[src/rtl/list_packer_if.sv]
// Stream-in / packet-out bundle for list_packer.
// The slave modport is the packer's view; master is the surrounding environment.
interface list_packer_if #(
    parameter int DW = 32,
    parameter int FS = 8
);
    logic [DW-1:0]         S_DATA;
    logic                  s_valid;
    logic                  s_last;
    logic                  s_ready;
    logic [FS-1:0][DW-1:0] OUT;
    logic                  o_valid;
    logic                  i_ready;

    modport slave (
        input  S_DATA, s_valid, s_last, i_ready,
        output s_ready, OUT, o_valid
    );

    modport master (
        output S_DATA, s_valid, s_last, i_ready,
        input  s_ready, OUT, o_valid
    );
endinterface

[src/rtl/list_packer.sv]
// Packs a scalar element stream into FS-word packets (header + FS-1 payload), double-buffered.
// Define LIST_PACKER_TIMEOUT_EN to flush partial packets after TIMEOUT idle cycles.
module list_packer #(
    parameter int DW      = 32,
    parameter int FS      = 8,
    parameter int TIMEOUT = 64
) (
    input  logic         CLK,
    input  logic         RESET_N,
    list_packer_if.slave bus
);
    localparam int TS = FS - 1;
    localparam int CW = $clog2(FS);

    typedef enum logic {EMPTY = 1'b0, PRESENT = 1'b1} state_t;

    state_t                state_q;
    logic [FS-1:0][DW-1:0] out_q;
    logic                  o_valid_q;
    logic                  phase_q;
    logic                  i_ready_q;
    logic                  ready_en_q;

    logic [DW-1:0]         fill_q [TS];
    logic [CW-1:0]         cnt_q;
    logic                  last_q;
    logic                  done_q;

    logic                  accept;
    logic                  ack;
    logic                  load;
    logic                  timeout_hit;
    logic [CW-1:0]         wr_idx;
    logic [FS-1:0][DW-1:0] pkt_d;

    // A complete fill only stalls input while the output slot is still occupied.
    assign bus.s_ready = ready_en_q & ~(done_q & (state_q == PRESENT));
    assign accept      = bus.s_valid & bus.s_ready;
    assign ack         = bus.i_ready & ~i_ready_q & o_valid_q;
    assign load        = done_q & ((state_q == EMPTY) | ack);
    assign wr_idx      = load ? '0 : cnt_q;

    assign bus.OUT     = out_q;
    assign bus.o_valid = o_valid_q;

    assign pkt_d[0] = DW'({cnt_q, last_q, ~phase_q});

    genvar gi;
    generate
        for (gi = 1; gi < FS; gi++) begin : g_payload
            assign pkt_d[gi] = (int'(cnt_q) >= gi) ? fill_q[gi-1] : '0;
        end
    endgenerate

    // Stale words beyond the fill count are masked at load, so storage needs no reset.
    always_ff @(posedge CLK) begin
        if (accept) begin
            fill_q[wr_idx] <= bus.S_DATA;
        end
    end

    always_ff @(posedge CLK or negedge RESET_N) begin
        if (!RESET_N) begin
            ready_en_q <= 1'b0;
            cnt_q      <= '0;
            last_q     <= 1'b0;
            done_q     <= 1'b0;
        end else begin
            ready_en_q <= 1'b1;
            if (load) begin
                cnt_q  <= accept ? CW'(1) : '0;
                last_q <= accept & bus.s_last;
                done_q <= accept & (bus.s_last | (TS == 1));
            end else if (accept) begin
                cnt_q  <= cnt_q + CW'(1);
                last_q <= bus.s_last;
                done_q <= bus.s_last | (cnt_q == CW'(TS - 1));
            end else if (timeout_hit) begin
                done_q <= 1'b1;
            end
        end
    end

    always_ff @(posedge CLK or negedge RESET_N) begin
        if (!RESET_N) begin
            state_q   <= EMPTY;
            out_q     <= (FS*DW)'(1);
            o_valid_q <= 1'b0;
            phase_q   <= 1'b1;
            i_ready_q <= 1'b0;
        end else begin
            i_ready_q <= bus.i_ready;
            case (state_q)
                EMPTY: begin
                    if (load) begin
                        out_q     <= pkt_d;
                        phase_q   <= ~phase_q;
                        o_valid_q <= 1'b1;
                        state_q   <= PRESENT;
                    end
                end
                PRESENT: begin
                    if (ack) begin
                        if (load) begin
                            out_q   <= pkt_d;
                            phase_q <= ~phase_q;
                        end else begin
                            o_valid_q <= 1'b0;
                            state_q   <= EMPTY;
                        end
                    end
                end
            endcase
        end
    end

`ifdef LIST_PACKER_TIMEOUT_EN
    localparam int IW = $clog2(TIMEOUT + 1);

    logic [IW-1:0] idle_q;
    logic          idle_run;

    assign idle_run    = (cnt_q != '0) & ~done_q & ~accept;
    assign timeout_hit = idle_run & (idle_q == IW'(TIMEOUT - 1));

    always_ff @(posedge CLK or negedge RESET_N) begin
        if (!RESET_N) begin
            idle_q <= '0;
        end else if (idle_run) begin
            idle_q <= idle_q + IW'(1);
        end else begin
            idle_q <= '0;
        end
    end
`else
    logic timeout_unused;
    assign timeout_unused = ^TIMEOUT;
    assign timeout_hit    = 1'b0;
`endif

endmodule
[src/flat_wrapper.sv]
// flat-port wrapper written by rule: the top's interface ports become plain ports
module list_packer_flat 
#(
    parameter int DW      = 32,
    parameter int FS      = 8,
    parameter int TIMEOUT = 64
)
  (CLK, RESET_N, bus_S_DATA, bus_s_valid, bus_s_last, bus_i_ready, bus_s_ready, bus_OUT, bus_o_valid);
  list_packer_if #(.DW(DW), .FS(FS)) bus_i ();
  input  logic CLK;
  input  logic RESET_N;
  input wire logic [$bits(bus_i.S_DATA)-1:0] bus_S_DATA;
  input wire logic [$bits(bus_i.s_valid)-1:0] bus_s_valid;
  input wire logic [$bits(bus_i.s_last)-1:0] bus_s_last;
  input wire logic [$bits(bus_i.i_ready)-1:0] bus_i_ready;
  output wire logic [$bits(bus_i.s_ready)-1:0] bus_s_ready;
  output wire logic [$bits(bus_i.OUT)-1:0] bus_OUT;
  output wire logic [$bits(bus_i.o_valid)-1:0] bus_o_valid;
  assign bus_i.S_DATA = bus_S_DATA;
  assign bus_i.s_valid = bus_s_valid;
  assign bus_i.s_last = bus_s_last;
  assign bus_i.i_ready = bus_i_ready;
  assign bus_s_ready = bus_i.s_ready;
  assign bus_OUT = bus_i.OUT;
  assign bus_o_valid = bus_i.o_valid;
  list_packer #(.DW(DW), .FS(FS), .TIMEOUT(TIMEOUT)) u_core (.CLK(CLK), .RESET_N(RESET_N), .bus(bus_i));
endmodule
[config.mk]
export PLATFORM = sky130hd
export DESIGN_NAME = list_packer_flat
export DESIGN_NICKNAME = d
export VERILOG_FILES = /design/src/rtl/list_packer_if.sv /design/src/rtl/list_packer.sv /design/src/flat_wrapper.sv
export SDC_FILE = /design/constraint.sdc
export NUM_CORES = 1
export LEC_CHECK = 0
export ABC_AREA = 1
export BUFFER_PORTS_ARGS = -buffer_cell sky130_fd_sc_hd__buf_2
export CORE_ASPECT_RATIO = 0.8
export CORE_MARGIN = 2
export CORE_UTILIZATION = 55
export DETAILED_ROUTE_END_ITERATION = 10
export PLACE_DENSITY = 0.78
export RECOVER_POWER = 25
export SLEW_MARGIN = 40
export SYNTH_ARGS = -nofsm -noshare
export SYNTH_HDL_FRONTEND = slang
export SYNTH_SLANG_ARGS = --single-unit
export TNS_END_PERCENT = 1
[constraint.sdc]
create_clock -name CLK -period 4 [get_ports CLK]
set_input_delay 0.2 -clock CLK [delete_from_list [all_inputs] [get_ports CLK]]
set_output_delay 0.2 -clock CLK [all_outputs]
set_load 0.02 [all_outputs]
# After elaboration in Yosys (flattened, before gate mapping)
# Memories as Yosys holds them, arrays and structs flattened.
# Index checks and enable logic that the tools add are counted.
[op_classes] n_addsub=1 multipliers=0 div=0 magnitude_cmp=7 eq_ne=4 n_shift=0 muxes=30 n_bitwise=13 n_reduce_logical=2
[op_table] operator="$mux 256" n=2
[op_table] operator="$pmux 256 s2" n=1
[op_table] operator="$mux 32" n=7
[op_table] operator="$mux 1" n=14
[op_table] operator="$ge 3x3->1 const B" n=4
[op_table] operator="$mux 3" n=3
[op_table] operator="$and 1x1->1" n=7
[op_table] operator="$ge 3x2->1 const B" n=2
[op_table] operator="$pmux 1 s2" n=3
[op_table] operator="$ne 2x2->1 const B" n=2
[op_table] operator="$not 1->1" n=4
[op_table] operator="$add 3x1->3 const B" n=1
[op_table] operator="$eq 3x3->1 const B" n=1
[op_table] operator="$ge 3x1->1 const B" n=1
[op_table] operator="$reduce_and 3->1" n=1
[op_table] operator="$ne 2x1->1 const B" n=1
[op_table] operator="$or 1x1->1" n=2
[op_table] operator="$reduce_bool 2->1" n=1
[totals] regBits=266 latchBits=0 ramBits=224 rom_bits=0 input_bits=37 out_inout_bits=258 wordCells=74 n_memories=1
[mem_list] name="u_core.fill_q" depth=7 width=32 rd=7 rd_clocked_by_memory_dff=0 write_ports=1 line_no="list_packer.sv:24" rtl="logic [DW-1:0] fill_q [TS];"

# Depth between registers and ports, before layout
# Gate-level depths: netlist of the first run.
[logic_depth] ltp_word=8 depth_mapped=9 ltp_nobuf=7

# Least setup slack after synthesis of the first run
# No wires, ideal clock.
[synth_path] kind="register -> register" from="register u_core.o_valid_q, in the netlist u_core.bus.o_valid" to="memory u_core.fill_q[0][0], enable pin" setup_time_ps=421 arrival_ps=2527 t_required_ps=3579 slack_ps=1052 path_stages_with_launch=9 path_buffers=2 synth_period_minus_slack_ps=2948 path_cell_list="dfrtp_1 > nand3_1 > nand2_2 > nand2_2 > buf_6 > buf_6 > nand2_1 > nand2_1 > nor2_1"
[synth_via] elab_chain_cells=4
[synth_lines] element="start, declared" line_no="list_packer.sv:19" rtl="logic o_valid_q;"
[synth_lines] element="start signal, assigned" line_no="list_packer.sv:88" rtl="o_valid_q <= 1'b0;"
[synth_lines] element="start signal, assigned" line_no="list_packer.sv:98" rtl="o_valid_q <= 1'b1;"
[synth_lines] element="start signal, assigned" line_no="list_packer.sv:108" rtl="o_valid_q <= 1'b0;"
[synth_lines] element="$and 1x1->1" line_no="list_packer.sv:39" rtl="assign ack = bus.i_ready & ~i_ready_q & o_valid_q;"
[synth_lines] element="$or 1x1->1" line_no="list_packer.sv:40" rtl="assign load = done_q & ((state_q == EMPTY) | ack);"
[synth_lines] element="$and 1x1->1" line_no="list_packer.sv:40"
[synth_lines] element="$mux 3" line_no="list_packer.sv:41" rtl="assign wr_idx = load ? '0 : cnt_q;"
[synth_lines] element="end, declared" line_no="list_packer.sv:24"
# No other way between the ends.

# Final worst setup path of the first run
[layout_path] from="register u_core.done_q" to="memory u_core.fill_q[5][11], enable pin"
[layout_via] elab_chain_cells=6 word_cells_on_any_way=8 cone_classes="mux: 3; bitwise: 5"
[layout_lines] element="start, declared" line_no="list_packer.sv:27" rtl="logic done_q;"
[layout_lines] element="start signal, assigned" line_no="list_packer.sv:73" rtl="done_q <= accept & (bus.s_last | (TS == 1));"
[layout_lines] element="start signal, assigned" line_no="list_packer.sv:77" rtl="done_q <= bus.s_last | (cnt_q == CW'(TS - 1));"
[layout_lines] element="$and 1x1->1" line_no="list_packer.sv:37" rtl="assign bus.s_ready = ready_en_q & ~(done_q & (state_q == PRESENT));"
[layout_lines] element="$not 1->1" line_no="list_packer.sv:37"
[layout_lines] element="$and 1x1->1" line_no="list_packer.sv:37"
[layout_lines] element="$and 1x1->1" line_no="list_packer.sv:38" rtl="assign accept = bus.s_valid & bus.s_ready;"
[layout_lines] element="$mux 1" line_no="list_packer.sv:57" rtl="if (accept) begin"
[layout_lines] element="$mux 1 (implied by the code)" line_no="list_packer.sv:58" rtl="fill_q[wr_idx] <= bus.S_DATA;"
# Several ways; a longest one is shown, not always the timed one.

==> metrics.md, run 1 <==
| Metric | Value |
|---|---|
| Outcome | finished with violations |
| Violated checks | capacitance limit, slew limit |
| Antenna-violating nets left | 0 |
| CP Class | flip-flop to flip-flop |
| Port buffer count | 267 |
| Setup bufs post-CTS | 0 |
| Boundary pin count | 295 |
| GP Congestion | approximately 0.77 |
| Seq cells post-synth | 462 |
| Dominant synthesized flop cell | dfrtp_1 |
| Critical path endpoint category | flip-flop |
| DRC viols | 0 |
| Root buffer cell | clkbuf_16 |
| Core area | ~0.030 mm2 |
| Layout cells sized above 1 | between 20% and 30% |
| CP required | about 4.2 ns |
| Vias post-DR | 10700 |
| Top cells by count, synth | nand2_1, dfrtp_1, edfxtp_1, o21ai_2, o21ai_1 |
| Net Sw Frac | 26.0% |
| Setup violations, final | 0 |
| Filler instances | between 2000 and 2500 |
| Power Total | 10.4 mW |
| Starting density of the core | 56.1% |
| Yosys top cell area share | 39.4% |
| Max VDD drop | 0.390 mV |
| DR pass1 iterations | 5 |
| Relative slew slack | -41.9% |
| Leak | 9.39 nW |
| Clk sinks | 462 |
| Worst-path clk slew | 0.06 ns |
| CP Launch Type | flip-flop |
| Wire per inst | 19.0 um |
| Die span in x | roughly 200 um |
| CP Max Fanout | 21 |
| Fin crit share | 63.1% |
| Synth area leader | edfxtp_1 |
| Gr usage total | between 20 and 25% |
| Comb pwr share | 12.2% |
| Sequential power share | 49.7% |
| Die footprint | 0.0325 mm2 |
| Area contributors post-synth | edfxtp_1, dfrtp_1, nand2_1 |
| Post-synth EDFFs | 224 |
| Power density cells | 511 mW/mm2 |
| Post-cts resize count | 0 |
| Pin count of the biggest net entering global routing | about 170 |
| Vias per cell | 5.23 |
| Distinct cells, synth | 25 |
| Int Power | 7.70 mW |
| Final setup TNS | 0 ns |
| # H-tree levels | 2 |
| Nets | 1639 |
| Final WL | around 39000 um |
| Max_cap viols | 1 |
| Final Instance Area | slightly above 0.02 mm2 |
| Clock tree buffer depth | 3 |
| Post-route clock skew | 0.00992 ns |
| Inserted Clock Buffers | 43 |
| Worst-skew pair later-pin latency | approximately 0.54 ns |
| WP data arrival | 2.72 ns |
| Pins Over Slew Limit | 83 |
| DRT iter0 DRCs | 796 |
| Sequential cell area fraction in the yosys report | 74.3% |
| CTS tree | built |
| Mapped Cells | 1305 |
| Rows | 57 |
| Placement Cell Area | 0.0187 mm2 |
| Tightest Hold Check Type | input pin to flip-flop |
| Endpoints failing hold | 0 |
| Most frequent cell after synthesis | nand2_1 |
| Total grt overflow | 0 |
| Final min period | 2.52 ns |
| Avg Inst Size Synth | 13.1 um2 |
| Initial antenna violation count | 0 |
| RSZ-0062 raised after global routing | no |
| Clk pwr share | about two fifths |
| Antenna diode count | 0 |
| First-pass GRT wire length | 59500 um |
| Worst Tran Pin Value | 2.13 ns |
| Number of global-route vias before repair | roughly 11000 |
| Synth Cell Area | 0.0171 mm2 |
| Async SR Flop Fraction | 51.5% |
| Maximum clock rate | 396 MHz |
| Layout area overhead | 19.1% |
| Final HPWL from detailed placement | about 24000 um |
| Yosys warning total | 0 |
| Die Y | approximately 160 um |
| Hold-fix buffers, CTS | 33 |
| Sw power | 2.70 mW |
[worst max-delay path, cell delays in order, from the launching register on]
cell and delay [ns]:
dfrtp_1 0.49, nand2_1 0.13, nand3_1 0.21, inv_1 0.21
nand3_1 0.28, nor2_4 0.41, buf_4 0.44
[sequential cells by signal, indices dropped and copies added (netlist names)]
name / flops
u_core.state_q: 1
u_core.last_q: 1
u_core.bus.OUT: 229
u_core.fill_q: 224
u_core.ready_en_q: 1
u_core.cnt_q: 3
u_core.i_ready_q: 1
u_core.done_q: 1
u_core.bus.o_valid: 1
[through the flow]
step	utilization [%]	instances	hold slack, ns	setup slack [ns]
2_1_floorplan	-	1331	-0.0956	1.05
3_3_place_gp	60.5	1922	0.242	1.46
3_5_place_dp	61.3	1931	0.238	1.48
4_1_cts	66.8	2042	0.000942	1.46
5_1_grt	66.8	2044	0.136	1.17
6_report	66.8	2044	0.128	1.48
[per-layer routing]
layer | track usage (%) | routed length (um)
met5 | 0 | 0
met4 | 6.94 | 812
met3 | 4.78 | 2950
met2 | 37.8 | 18200
met1 | 34.9 | 16800
[layout make-up]
type | instances | area [um2] | share of cell area [%]
sequential | 462 | 12700 | 62.3
multi-input combinational | 761 | 3750 | 18.4
timing repair buffer | 319 | 1980 | 9.71
clock buffer | 61 | 1260 | 6.17
tap | 413 | 517 | 2.54
clock inverter | 17 | 118 | 0.578
inverter | 11 | 43.8 | 0.215
[power groups by stage]
stage	Combinational [mW]	Clock, mW	Sequential, mW
after floorplan	0.698	0	5.25
after global placement	1.08	0	5.26
after detailed placement	1.25	0	5.26
after CTS	1.29	4.02	5.17
after global routing	1.39	4.21	5.18
final	1.27	3.96	5.17
[worst paths after layout]
check                                     from  cells after the start                    to  slack, ns
min reg2reg                u_core.fill_q[3][6]                      2   u_core.bus.OUT[134]       0.44
max in group asynchronous              RESET_N                      3   u_core.bus.OUT[176]       1.62
min                             bus_S_DATA[26]                      1  u_core.fill_q[0][26]       0.13
max reg2reg                      u_core.done_q                      6  u_core.fill_q[5][11]       1.48
max                              u_core.done_q                      6  u_core.fill_q[5][11]       1.48
min in group asynchronous              RESET_N                      2   u_core.bus.OUT[254]       0.84
[layout by cell type, fill, tap and decap left out, types with 3 or more instances in the layout]
cell           count
dlygate4sd3_1     34
buf_16             7
buf_2            234
nand3_1           12
buf_8              3
clkbuf_8           7
ha_1               4
nand2_1          499
clkbuf_16         45
edfxtp_1         224
clkinv_2           9
nand2_2            3
o21ai_2          125
conb_1            28
inv_1              9
clkinv_1           3
buf_4              4
buf_12             3
dfrtp_1          237
nor2_4             8
clkbuf_1          41
o21ai_1           70
nor2_1             5
clkinvlp_4         3
[cell families (layout without fill, tap and decap cells)]
| kind of cell | Yosys count | count (layout) | share of synthesized area [%] |
|---|---|---|---|
| compound gates | 199 | 199 | 8.65 |
| buf+inv | 108 | 408 | 4.81 |
| xor+xnor | 1 | 1 | 0.0953 |
| other cells | 2 | 28 | 0.0440 |
| simple gates | 529 | 529 | 11.8 |
| fa+ha+maj | 4 | 4 | 0.293 |
| flops | 462 | 462 | 74.3 |
Note: power is estimated with default switching activity, not from simulation.
==> run 2: changes to the inputs <==
clock period = 2.52 ns   (was 4 ns; I/O delays follow)
==> run 2 against run 1 <==
Net effect:
- the flow still finishes with violations (capacitance limit, slew limit)
- via count grew 1.0%
- register-to-register slack got worse by 1.2 ns
- fmax is 13% higher
- final cell count is 0.73% higher
- power rose by 62%
- non-clock buffer count grew 11
- combinational power rose by 54%
- sequential power increased by 59%
- hold slack got worse by 0.048 ns
- worst setup slack got worse by 1.2 ns
- clock skew rose by 0.0046 ns
- global-route usage grew 1.1 points
- largest power group unchanged
==> metrics.md, run 2 (synthesis gave the netlist of run 1 again) <==
| Metric | Value |
|---|---|
| Outcome | finished with violations |
| Violated checks | capacitance limit, slew limit |
| DP Cell Count | 1941 |
| # H-tree levels | 2 |
| Layout cells sized above 1 | approximately 29% |
| Most common cell after layout, fill and taps aside | nand2_1 |
| RSZ-0062 raised after global routing | no |
| Net Sw Frac | 25.7% |
| Final min period | 2.24 ns |
| Worst-skew pair later-pin latency | 0.55 ns |
| CTS tree | built |
| Comb pwr share | 11.6% |
| Core area | ~0.030 mm2 |
| First-pass GRT wire length | roughly 62000 um |
| Most frequent cells in the layout | nand2_1, dfrtp_1, buf_2, edfxtp_1, o21ai_2 |
| Layout area overhead | 20.3% |
| Clk sinks | 462 |
| Tightest Hold Check Type | input pin to flip-flop |
| Leak | 9.50 nW |
| Boundary pin count | 295 |
| Endpoints failing hold | 0 |
| CP Launch Type | flip-flop |
| Root buffer cell | clkbuf_16 |
| Max VDD drop | 0.593 mV |
| Final setup TNS | 0 ns |
| Wire per inst | 19.6 um |
| Reg2reg setup slack | 0.28 ns |
| Die footprint | between 0.03 and 0.04 mm2 |
| Inserted Clock Buffers | 44 |
| Antenna-violating nets left | 0 |
| Fin crit share | 88.8% |
| Pins Over Slew Limit | 62 |
| Initial antenna violation count | 0 |
| DR pass1 iterations | 5 |
| Sequential power share | 48.7% |
| DRC viols | 0 |
| Final core utilization | 67.5% |
| Rows | 57 |
| Pre-CTS setup slack | between 0.3 and 0.4 ns |
| Antenna diode count | 0 |
| Sw power | 4.34 mW |
| Vias per cell | 5.25 |
| Largest register FFs | approximately 230 |
| Cell Chain, Critical Path | nand3_1 -> nand2_2 -> nand2_8 -> buf_12 -> buf_16 -> buf_16 -> nand2_1 -> o21ai_1 |
| Total grt overflow | 0 |
| Critical Path Max Stage Delay | 0.40 ns |
| Most frequent CP cell | buf_16 |
| Nets | 1651 |
| Relative slew slack | -16.8% |
| Clock tree buffer depth | 3 |
| GP Congestion | 0.822 |
| Starting density of the core | 56.1% |
| Die span in x | 201 um |
| Max_cap viols | 1 |
| CP Class | flip-flop to flip-flop |
| Final WL | just over 40000 um |
| Post-cts resize count | 0 |
| Power Total | 16.9 mW |
| Final HPWL from detailed placement | 25000 um |
| Int Power | 12.5 mW |
| Worst Hold Margin | 0.0794 ns |
| Number of global-route vias before repair | 10600 |
| Setup violations, final | 0 |
| Post-route clock skew | 0.0145 ns |
| Worst path slowest cell | dfrtp_1 |
| Gr usage total | between 20 and 30% |
| Placement Cell Area | about 0.019 mm2 |
| Port buffer count | 267 |
| Final Instance Area | between 0.02 and 0.025 mm2 |
| CP required | ~3.0 ns |
| Clk pwr share | 39.7% |
| Die Y | 162 um |
| CP Max Fanout | 86 |
| Pin count of the biggest net entering global routing | around 120 |
| DRT iter0 DRCs | 926 |
| Worst Tran Pin Value | 1.75 ns |
| Layout Cells excl Fill | 2059 |
| Critical path endpoint category | flip-flop |
| Power density cells | about 820 mW/mm2 |
| Vias post-DR | ~11000 |
| Worst-path clk slew | roughly 0.06 ns |
| WP data arrival | around 2.7 ns |
| Worst Slack Setup Final | around 0.28 ns |
| Maximum clock rate | 447 MHz |
run 2: changes by cell type in the layout (fill, tap and decap cells not counted), sizes merged, moves of 2 or more:
| cell | previous run | this run |
|---|---|---|
| buf | 252 | 260 |
| clkbuf | 94 | 105 |
| clkinv | 13 | 8 |
| clkinvlp | 3 | 1 |
run 2: final timing paths:
check                                    start                   to  cells past startpoint
max in group asynchronous              RESET_N   u_core.bus.OUT[96]                      3
setup / recovery            u_core.bus.o_valid  u_core.bus.OUT[241]                      8
setup reg to reg            u_core.bus.o_valid  u_core.bus.OUT[241]                      8
hold reg to reg            u_core.fill_q[3][6]  u_core.bus.OUT[134]                      2
min in group asynchronous              RESET_N  u_core.bus.OUT[221]                      2
hold / removal                     bus_s_valid        u_core.last_q                      4
run 2: what timing repair did:
| action | 4_1_cts | 5_1_grt |
|---|---|---|
| hold buffers | 35 | 0 |
| setup endpoints to repair | 0 | 0 |
| setup buffers | 0 | 0 |
| hold endpoints to repair | 296 | 0 |
run 2: layout make-up:
cell class	count	area, um2
well taps	413	517
multi-input cells	761	3750
flip-flops and latches	462	12700
repair buffers	330	2060
inverters	11	41.3
fillers	2178	9910
clock inverters	12	129
clock buffers	70	1360
run 2: critical path, delay by kind of cell, from the launching register on:
family | cells | cell delay [ns]
compound gates | 1 | 0.18
buf+inv | 3 | 1.01
flops | 1 | 0.40
simple gates | 4 | 0.48
run 2: layer usage:
| layer | part of all wire (%) | vias up | track usage (%) |
|---|---|---|---|
| met5 | 0 | - | 0 |
| met4 | 2.3 | 0 | 7.34 |
| met3 | 9.4 | 84 | 6.56 |
| met2 | 47 | 471 | 39.5 |
| met1 | 41 | 5345 | 35.3 |
| li1 | - | 4905 | - |
run 2: power by group through the flow:
stage	clock network, mW	registers, mW	logic [mW]
6_report	6.69	8.21	1.96
5_1_grt	7.11	8.22	2.17
4_1_cts	6.77	8.20	1.99
3_5_place_dp	0	8.35	1.93
3_3_place_gp	0	8.35	1.88
2_1_floorplan	0	8.33	1.11
==> run 3: changes to the inputs <==
CELL_PAD_IN_SITES_DETAIL_PLACEMENT = 1   (was unset)
CELL_PAD_IN_SITES_GLOBAL_PLACEMENT = 1   (was unset)
CORE_UTILIZATION = 45   (was 55)
PLACE_DENSITY = unset   (was 0.78)
PLACE_DENSITY_LB_ADDON = 0.1   (was unset)
==> run 3 against run 2 <==
Net effect:
- the flow finishes with violations (DRC, capacitance limit, slew limit)
- cell area is 0.39% higher
- critical path depth is 1 lower
- final cell count is 4.2% higher
- hold slack better by 0.0050 ns
- sequential share of layout area is 0.24 points lower
- non-clock buffer count is 7 higher
- count of clock-buffer cells in the layout is 9 higher
- power is 0.57% lower
==> metrics.md, run 3 (synthesis gave the netlist of run 1 again) <==
| Metric | Value |
|---|---|
| WP data arrival | 2.56 ns |
| Setup violations, final | 0 |
| Antenna diode count | 0 |
| Number of global-route vias before repair | 11200 |
| Die Y | 178 um |
| Max_cap viols | 1 |
| Vias post-DR | 10700 |
| Total grt overflow | 0 |
| GP Congestion | 0.765 |
| FF+latch area | 0.0127 mm2 |
| Initial antenna violation count | 1 |
| DP Cell Count | between 2000 and 2500 |
| Pin count of the biggest net entering global routing | 110 |
| Worst-skew pair later-pin latency | 0.56 ns |
| CTS tree | built |
| Most frequent cells in the layout | nand2_1, dfrtp_1, buf_2, edfxtp_1, o21ai_2 |
| Vias per cell | 4.97 |
| Wire per inst | just over 20 um |
| Post-cts resize count | 0 |
| Clock tree buffer depth | 3 |
| Most common cell after layout, fill and taps aside | nand2_1 |
| Inserted Clock Buffers | 47 |
| Power density cells | 813 mW/mm2 |
| # H-tree levels | 2 |
| DRT iter0 DRCs | 729 |
| DRC viols | 15 |
| Layout area overhead | 20.8% |
| Layout cells sized above 1 | between 20 and 30% |
| Root buffer cell | clkbuf_16 |
| Final min period | between 2 and 2.5 ns |
| Nets | 1661 |
| Antenna-violating nets left | 0 |
| Worst Hold Margin | 0.0844 ns |
| RSZ-0062 raised after global routing | no |
| Clk sinks | between 400 and 500 |
| CP Max Fanout | 74 |
| Violated checks | DRC, capacitance limit, slew limit |
| Rows | 63 |
| Core area | 0.0372 mm2 |
| DR pass1 iterations | 7 |
| Final core utilization | 55.4% |
| Port buffer count | approximately 270 |
| Largest register FFs | 229 |
| Outcome | finished with violations |
| Worst-path clk slew | 0.06 ns |
| Final WL | 44600 um |
| Endpoints failing hold | 0 |
| Tightest Hold Check Type | input pin to flip-flop |
| Leak | approximately 9.5 nW |
| Die span in x | roughly 220 um |
| Multi-input gate area | 0.00375 mm2 |
| Max VDD drop | between 0.5 and 0.6 mV |
| CP required | approximately 3 ns |
| Fin crit share | 82.2% |
| Die footprint | 0.0395 mm2 |
| Starting density of the core | 45.9% |
| CP Class | flip-flop to flip-flop |
| Relative slew slack | -14.3% |
| Boundary pin count | 295 |
| Pins Over Slew Limit | 55 |
| Post-route clock skew | 0.0196 ns |
| First-pass GRT wire length | 67700 um |
| Filler instances | 3866 |
| Critical path endpoint category | flip-flop |
| Layout Cells excl Fill | about 2100 |
| Worst Tran Pin Value | 1.72 ns |
| Maximum clock rate | 483 MHz |
| Final HPWL from detailed placement | 28600 um |
| Gr usage total | between 20% and 30% |
| CP Launch Type | flip-flop |
-- run 3: path summary, 6_finish.rpt --
check / startpoint / end / slack, ns / depth (start not counted)
max: u_core.bus.o_valid / u_core.bus.OUT[72] / 0.45 / 7
min: bus_s_valid / u_core.last_q / 0.08 / 5
max reg2reg: u_core.bus.o_valid / u_core.bus.OUT[72] / 0.45 / 7
min reg2reg: u_core.fill_q[3][1] / u_core.bus.OUT[129] / 0.44 / 2
max in group asynchronous: RESET_N / u_core.bus.OUT[46] / 0.89 / 3
min in group asynchronous: RESET_N / u_core.bus.OUT[3] / 0.55 / 2
-- run 3: repair_timing --
| action | in CTS | in global routing |
|---|---|---|
| setup buffers | 0 | 0 |
| hold buffers | 35 | 0 |
| hold endpoints to repair | 465 | 0 |
-- run 3: power by group --
group	internal [mW]	switching, mW
combinational	0.457	1.53
clock	3.74	2.83
sequential	8.12	0.0942
-- run 3: stage by stage --
| step | total power [mW] | setup slack, ns | setup TNS, ns | area [um2] |
|---|---|---|---|---|
| 5_1_grt | 17.4 | 0.281 | 0 | 20600 |
| 2_1_floorplan | 9.44 | -0.428 | -62.92 | 17200 |
| 3_5_place_dp | 10.4 | 0.456 | 0 | 18900 |
| 3_3_place_gp | 10.3 | 0.491 | 0 | 18800 |
| 6_report | 16.8 | 0.448 | 0 | 20600 |
| 4_1_cts | 17.0 | 0.459 | 0 | 20700 |
-- run 3: worst max-delay path, stage by stage (launching register included) --
cell	delay (ns)
dfrtp_1	0.40
nand3_1	0.11
nand2_2	0.11
nand2_8	0.23
buf_12	0.34
buf_4	0.50
nand2_1	0.15
o21ai_2	0.08
-- run 3: cell type report --
class / instances / share of cell area [%]
Inverter: 11 / 0.200
Sequential cell: 462 / 61.5
Tap cell: 487 / 2.95
Multi-Input combinational cell: 761 / 18.2
Clock buffer: 79 / 6.73
Timing Repair Buffer: 337 / 10.2
Clock inverter: 9 / 0.261
-- run 3: routing by layer --
| layer | track usage (%) | share of wire, % |
|---|---|---|
| met2 | 37.8 | 48 |
| met5 | 0 | 0 |
| met3 | 4.68 | 5.3 |
| met1 | 31.1 | 45 |
| met4 | 5.74 | 1.7 |
